`src/rtl/fetch_pc_sequencer_pkg.sv`:
```
// Shared constants and helpers for the fetch-side PC sequencer.
// Holds the FSM state encodings, the reset PC, the sequential step and
// the word-alignment helper used when loading redirect targets.
package fetch_pc_sequencer_pkg;

    // FSM state encodings (kept as plain constants for legacy compatibility)
    localparam logic [0:0] FETCH = 1'b0;
    localparam logic [0:0] HOLD  = 1'b1;

    // Default PC after reset (MIPS boot ROM vector)
    localparam logic [31:0] DEFAULT_RESET_PC = 32'hBFC0_0000;

    // Sequential increment in bytes between consecutive instructions
    localparam logic [31:0] PC_STEP = 32'd4;

    // Instruction addresses are always word aligned; low two bits are dropped
    function automatic logic [31:0] alignWord(input logic [31:0] addr);
        return addr & ~32'h0000_0003;
    endfunction

endpackage

```
`src/rtl/fetch_pc_sequencer_if.sv`:
```
// Bundle of the fetch sequencer's pipeline-control, instruction-memory and
// IF/ID signals. The master modport is the sequencer's view; the slave
// modport is the view of whatever surrounds it (decode, memory, IF/ID).
interface fetch_pc_sequencer_if;

    logic        stall;
    logic        redirectValid;
    logic [31:0] redirectAddr;

    logic        imemReq;
    logic [31:0] imemAddr;
    logic        imemReady;
    logic [31:0] imemData;

    logic        instrValid;
    logic [31:0] instruction;
    logic [31:0] instrPcPlus4;
    logic [31:0] fetchPc;

    modport master (
        input  stall,
        input  redirectValid,
        input  redirectAddr,
        output imemReq,
        output imemAddr,
        input  imemReady,
        input  imemData,
        output instrValid,
        output instruction,
        output instrPcPlus4,
        output fetchPc
    );

    modport slave (
        output stall,
        output redirectValid,
        output redirectAddr,
        input  imemReq,
        input  imemAddr,
        output imemReady,
        output imemData,
        input  instrValid,
        input  instruction,
        input  instrPcPlus4,
        input  fetchPc
    );

endinterface

```
`src/rtl/fetch_pc_sequencer_skid.sv`:
```
// Single-entry skid buffer for the fetch sequencer. Parks a word (and its
// PC+4) that completed while the pipeline was frozen, until the freeze lifts.
module fetch_skid_buffer (
    input  logic        clock,
    input  logic        reset,
    input  logic        load,
    input  logic        clear,
    input  logic [31:0] dataIn,
    input  logic [31:0] pcPlus4In,
    output logic        valid,
    output logic [31:0] data,
    output logic [31:0] pcPlus4
);

    // Capture a frozen word on load, drop it once it has been presented
    always_ff @(posedge clock) begin
        if (reset) begin
            valid   <= 1'b0;
            data    <= 32'd0;
            pcPlus4 <= 32'd0;
        end else if (load) begin
            valid   <= 1'b1;
            data    <= dataIn;
            pcPlus4 <= pcPlus4In;
        end else if (clear) begin
            valid   <= 1'b0;
        end
    end

endmodule

```
`src/rtl/fetch_pc_sequencer.sv`:
```
// Fetch PC sequencer: owns the architectural PC, issues instruction-memory
// reads, hands each fetched word plus its PC+4 to IF/ID, applies decode
// redirects after the branch delay slot and freezes on the pipeline stall.
module fetch_pc_sequencer
    import fetch_pc_sequencer_pkg::*;
#(
    parameter logic [31:0] RESET_PC = DEFAULT_RESET_PC
) (
    input  logic                  clock,
    input  logic                  reset,
    fetch_pc_sequencer_if.master  bus
);

    logic [0:0]  state;
    logic [31:0] pc;
    logic        pendingValid;
    logic [31:0] pendingAddr;

    logic        instrValidReg;
    logic [31:0] instructionReg;
    logic [31:0] instrPcPlus4Reg;

    logic        bufValid;
    logic [31:0] bufData;
    logic [31:0] bufPcPlus4;

    logic        fetchDone;
    logic        captureWord;
    logic        deliverDirect;
    logic        releaseHold;
    logic        advance;
    logic        takeRedirect;
    logic [31:0] pcPlus4;
    logic [31:0] nextPc;

    // Classify this cycle: a word completing, being parked, or being released
    always_comb begin
        fetchDone     = (state == FETCH) && bus.imemReady;
        captureWord   = fetchDone && bus.stall;
        deliverDirect = fetchDone && !bus.stall;
        releaseHold   = (state == HOLD) && bufValid && !bus.stall;
        advance       = deliverDirect || releaseHold;
        takeRedirect  = bus.redirectValid && !bus.stall && !pendingValid;
        pcPlus4       = pc + PC_STEP;
    end

    // Pick the next PC: same-cycle redirect, then a pending target, then PC+4
    always_comb begin
        nextPc = pcPlus4;
        if (takeRedirect) begin
            nextPc = alignWord(bus.redirectAddr);
        end else if (pendingValid) begin
            nextPc = pendingAddr;
        end
    end

    // PC register and the redirect that waits for its delay slot to complete
    always_ff @(posedge clock) begin
        if (reset) begin
            pc           <= RESET_PC;
            pendingValid <= 1'b0;
            pendingAddr  <= 32'd0;
        end else if (advance) begin
            pc           <= nextPc;
            pendingValid <= 1'b0;
        end else if (takeRedirect) begin
            pendingValid <= 1'b1;
            pendingAddr  <= alignWord(bus.redirectAddr);
        end
    end

    // FSM: park in HOLD when a word lands during a freeze, leave when released
    always_ff @(posedge clock) begin
        if (reset) begin
            state <= FETCH;
        end else begin
            case (state)
                FETCH:   if (captureWord) state <= HOLD;
                HOLD:    if (releaseHold) state <= FETCH;
                default: state <= FETCH;
            endcase
        end
    end

    // IF/ID presentation: one-cycle valid pulse, payload holds between pulses
    always_ff @(posedge clock) begin
        if (reset) begin
            instrValidReg   <= 1'b0;
            instructionReg  <= 32'd0;
            instrPcPlus4Reg <= 32'd0;
        end else begin
            instrValidReg <= 1'b0;
            if (deliverDirect) begin
                instrValidReg   <= 1'b1;
                instructionReg  <= bus.imemData;
                instrPcPlus4Reg <= pcPlus4;
            end else if (releaseHold) begin
                instrValidReg   <= 1'b1;
                instructionReg  <= bufData;
                instrPcPlus4Reg <= bufPcPlus4;
            end
        end
    end

    fetch_skid_buffer skid (
        .clock     (clock),
        .reset     (reset),
        .load      (captureWord),
        .clear     (releaseHold),
        .dataIn    (bus.imemData),
        .pcPlus4In (pcPlus4),
        .valid     (bufValid),
        .data      (bufData),
        .pcPlus4   (bufPcPlus4)
    );

    assign bus.imemReq      = (state == FETCH);
    assign bus.imemAddr     = pc;
    assign bus.fetchPc      = pc;
    assign bus.instrValid   = instrValidReg;
    assign bus.instruction  = instructionReg;
    assign bus.instrPcPlus4 = instrPcPlus4Reg;

endmodule

```
`src/flat_wrapper.sv`:
```
// flat-port wrapper written by rule: the top's interface ports become plain ports
module fetch_pc_sequencer_flat import fetch_pc_sequencer_pkg::*;
#(
    parameter logic [31:0] RESET_PC = DEFAULT_RESET_PC
)
  (clock, reset, bus_stall, bus_redirectValid, bus_redirectAddr, bus_imemReq, bus_imemAddr, bus_imemReady, bus_imemData, bus_instrValid, bus_instruction, bus_instrPcPlus4, bus_fetchPc);
  fetch_pc_sequencer_if bus_i ();
  input  logic clock;
  input  logic reset;
  input wire logic [$bits(bus_i.stall)-1:0] bus_stall;
  input wire logic [$bits(bus_i.redirectValid)-1:0] bus_redirectValid;
  input wire logic [$bits(bus_i.redirectAddr)-1:0] bus_redirectAddr;
  output wire logic [$bits(bus_i.imemReq)-1:0] bus_imemReq;
  output wire logic [$bits(bus_i.imemAddr)-1:0] bus_imemAddr;
  input wire logic [$bits(bus_i.imemReady)-1:0] bus_imemReady;
  input wire logic [$bits(bus_i.imemData)-1:0] bus_imemData;
  output wire logic [$bits(bus_i.instrValid)-1:0] bus_instrValid;
  output wire logic [$bits(bus_i.instruction)-1:0] bus_instruction;
  output wire logic [$bits(bus_i.instrPcPlus4)-1:0] bus_instrPcPlus4;
  output wire logic [$bits(bus_i.fetchPc)-1:0] bus_fetchPc;
  assign bus_i.stall = bus_stall;
  assign bus_i.redirectValid = bus_redirectValid;
  assign bus_i.redirectAddr = bus_redirectAddr;
  assign bus_imemReq = bus_i.imemReq;
  assign bus_imemAddr = bus_i.imemAddr;
  assign bus_i.imemReady = bus_imemReady;
  assign bus_i.imemData = bus_imemData;
  assign bus_instrValid = bus_i.instrValid;
  assign bus_instruction = bus_i.instruction;
  assign bus_instrPcPlus4 = bus_i.instrPcPlus4;
  assign bus_fetchPc = bus_i.fetchPc;
  fetch_pc_sequencer #(.RESET_PC(RESET_PC)) u_core (.clock(clock), .reset(reset), .bus(bus_i));
endmodule
```
`config.mk`:
```
export PLATFORM = sky130hd
export DESIGN_NAME = fetch_pc_sequencer_flat
export DESIGN_NICKNAME = d
export VERILOG_FILES = /design/src/rtl/fetch_pc_sequencer_pkg.sv /design/src/rtl/fetch_pc_sequencer_if.sv /design/src/rtl/fetch_pc_sequencer_skid.sv /design/src/rtl/fetch_pc_sequencer.sv /design/src/flat_wrapper.sv
export SDC_FILE = /design/constraint.sdc
export NUM_CORES = 1
export LEC_CHECK = 0
export CAP_MARGIN = 20
export CORE_UTILIZATION = 48
export DETAILED_ROUTE_END_ITERATION = 16
export GPL_ROUTABILITY_DRIVEN = 0
export PLACE_DENSITY = 0.82
export SKIP_LAST_GASP = 1
export SYNTH_ARGS = -nofsm -noshare
export SYNTH_HDL_FRONTEND = slang
export SYNTH_SLANG_ARGS = --single-unit
```
`constraint.sdc`:
```
create_clock -name clock -period 3 [get_ports clock]
set_input_delay 0.6 -clock clock [delete_from_list [all_inputs] [get_ports clock]]
set_output_delay 0.6 -clock clock [all_outputs]
set_load 0.1 [all_outputs]
```
==> results.sh <==
export IMPL_end_kind="register"
export IMPL_via_count=8223
export IMPL_max_stage_delay_ns=0.82
export IMPL_cts_resized=0
export IMPL_cts_buffer_depth=2
export IMPL_synth_edf_count=0
export IMPL_antenna_found_initial=1
export IMPL_ir_drop_mv=0.366
export IMPL_crit_fanout=13
export IMPL_fin_hold_ws_ns=0.452
export IMPL_critPathKind="in -> reg"
export IMPL_synth_cell_types=54
export IMPL_wl_um=23700
export IMPL_post_route_drc_count=0
export IMPL_setup_tns_ns=0
export IMPL_worstSkewPairLatency_ns=0.43
export IMPL_max_cap_viol_count=0
export IMPL_syn_area_per_cell_um2=7.98
export IMPL_drt_iter0_markers=905
export IMPL_multi_input_area_mm2=0.00425
export IMPL_ys_async_sr_fraction_pct=0
export IMPL_setup_viol=0
export IMPL_grt_start_max_net_pins=123
export IMPL_numCtsBuffers=17
export IMPL_arrival_ns=2.67
export IMPL_final_cells=1440
export IMPL_nFillCells=1540
export IMPL_die_y_um=136
export IMPL_hold_viol=0
export IMPL_cts_tree="built"
export IMPL_area_delta_synth_final_pct=25.0
export IMPL_hp_class="reg -> reg"
export IMPL_cp_required_ns=3.34
export IMPL_power_density_mw_per_mm2=606
export IMPL_cts_root_buf="clkbuf_16"
export IMPL_die_w_um=136
export IMPL_grt_ovfl_total=0
export IMPL_viasPerCell=5.71
export IMPL_wl_per_cell_um=16.4
export IMPL_row_count=48
export IMPL_finClkSkew_ns=0.00697
export IMPL_start_util_pct=49.7
export IMPL_rrSetupSlack_ns=0.67
export IMPL_dieArea_mm2=0.0186
export IMPL_fin_nets=1271
export IMPL_hpwlAfterDp_um=15900
export IMPL_path_cells="clkdlybuf4s50_1 > nor2b_1 > nor2_1 > buf_4 > a21oi_1 > o32ai_1"
export IMPL_rsz0062_at_grt="false"
export IMPL_grt_pass1_wl_um=37300
export IMPL_leakagePower_nw=4.18
export IMPL_syn_cell_area_mm2=0.00865
export IMPL_postCtsSetupBuffers=0
export IMPL_dpl_cell_count=1407
export IMPL_postSynthCellCount=1084
export IMPL_htree_levels=4
export IMPL_postRouteAntennaNets=0
export IMPL_synth_flop_cell="dfxtp_1"
export IMPL_core_mm2=0.0174
export IMPL_worst_slew_pin_slew_ns=1.08
export IMPL_seqCellArea_mm2=0.00376
export IMPL_cts_sinks=188
export IMPL_grt_pass1_vias=7221
export IMPL_io_buffers=190
export IMPL_ys_warn_count=0
export IMPL_slew_limit_headroom_pct=27.8
export IMPL_clk_pin_slew_ns=0.07
export IMPL_fin_crit_sh_pct=77.6
export IMPL_ys_ff_latch=188
export IMPL_cp_slowest_cell="nor2_1"
export IMPL_post_route_util_pct=62.0
export IMPL_slew_violations=0
export IMPL_finalCriticalPeriod_ns=2.33
export IMPL_io_pin_count=199
export IMPL_postCtsHoldBufs=0
export IMPL_grt_usage_pct=25.5
export IMPL_drt_pass1_iterations=5
export IMPL_drive_gt1_share_pct=16.9
export IMPL_critPathLaunchType="primary input"
export IMPL_status="completed"
export IMPL_clock_fmax_mhz=429
export IMPL_synth_seq_area_share_pct=43.5
==> flip-flops by register name, indices dropped and copies added (netlist names) <==
signal	cells
u_core.bus.instruction	32
u_core.pendingAddr	30
u_core.skid.pcPlus4	30
u_core.bus.instrPcPlus4	30
u_core.skid.valid	1
u_core.pendingValid	1
u_core.bus.fetchPc	30
u_core.skid.data	32
u_core.bus.instrValid	1
u_core.state	1
==> power by group <==
part	leakage (nW)	switching, mW	internal [mW]
Combinational	2.35	1.16	0.402
Clock	0.295	0.958	1.28
Sequential	1.54	0.108	2.64
Total	4.18	2.23	4.32
==> cell type report <==
class / count / share of cell area, %
Clock buffer: 23 / 4.70
Timing Repair Buffer: 222 / 17.4
Inverter: 9 / 0.313
Tap cell: 225 / 2.61
Antenna cell: 1 / 0.0232
Sequential cell: 188 / 34.8
Multi-Input combinational cell: 763 / 39.4
Clock inverter: 9 / 0.776
==> worst max-delay path, delay by kind of cell <==
family                 cells  cell delay (ns)
AOI/OAI and AO/OA          2             0.27
buffers and inverters      2             0.88
and+or+nand+nor            2             0.91
==> worst paths after layout <==
path	from	to	cells past startpoint
min	u_core.bus.instrPcPlus4[7]$_SDFFE_PP0P_	u_core.bus.instrPcPlus4[7]$_SDFFE_PP0P_	2
max	bus_stall	u_core.bus.fetchPc[21]$_SDFFE_PP0P_	6
max reg2reg	u_core.bus.fetchPc[7]$_SDFFE_PP0P_	u_core.bus.instrPcPlus4[17]$_SDFFE_PP0P_	6
min reg2reg	u_core.bus.instrPcPlus4[7]$_SDFFE_PP0P_	u_core.bus.instrPcPlus4[7]$_SDFFE_PP0P_	2
==> Yosys cell counts, drive strengths merged (11+ instances only) <==
library cell    n  area (um^2)
o21ai          62          310
nand4          15          130
buf            52          347
clkbuf         77          292
nor2          107          402
a211oi         16          120
nor3b          11         82.6
and3           12         75.1
xor2           16          140
mux2i          28          280
nor3           12         71.3
a311oi         35          307
nand2         195          732
nand3          23          115
a21oi         107          536
dfxtp         188         3760
==> metal layers <==
layer / track usage (%) / share of wire, %
met1: 35.2 / 45
met2: 40.1 / 47
met3: 4.33 / 7.2
met4: 8.77 / 1.7
met5: 0 / 0
==> metrics by stage <==
stage / instance area, um^2 / worst slack [ns] / total power, mW
floorplan: 8670 / 0.0827 / 3.98
global placement: 10200 / 0.327 / 4.34
detailed placement: 10200 / 0.299 / 4.36
CTS: 10800 / 0.674 / 6.57
global route: 10800 / 0.522 / 6.79
finish: 10800 / 0.671 / 6.55
==> cell usage in the layout (no fill, tap or decap), types with 10 or more instances in the layout <==
cell type | Yosys | final
a211oi_1 | 16 | 16
a21oi_1 | 107 | 106
a311oi_1 | 35 | 35
a31oi_1 | 10 | 10
and3_1 | 12 | 11
buf_4 | 37 | 153
clkbuf_16 | 0 | 17
clkdlybuf4s50_1 | 0 | 65
dfxtp_1 | 188 | 187
mux2i_1 | 28 | 28
nand2_1 | 195 | 195
nand3_1 | 23 | 23
nand4_1 | 12 | 12
nor2_1 | 107 | 106
nor3_1 | 11 | 11
nor3b_1 | 11 | 11
o211ai_1 | 10 | 10
o21ai_0 | 59 | 59
xnor2_1 | 10 | 10
xor2_1 | 16 | 16
==> cells by family after synthesis <==
group / share of synthesized area [%]
simple gates: 21.5
compound gates: 21.1
flops: 43.5
buf+inv: 7.77
mux: 3.24
xor+xnor: 2.63
fa+ha+maj: 0.145
other cells: 0.0434
Note: power is estimated with default switching activity, not from simulation.
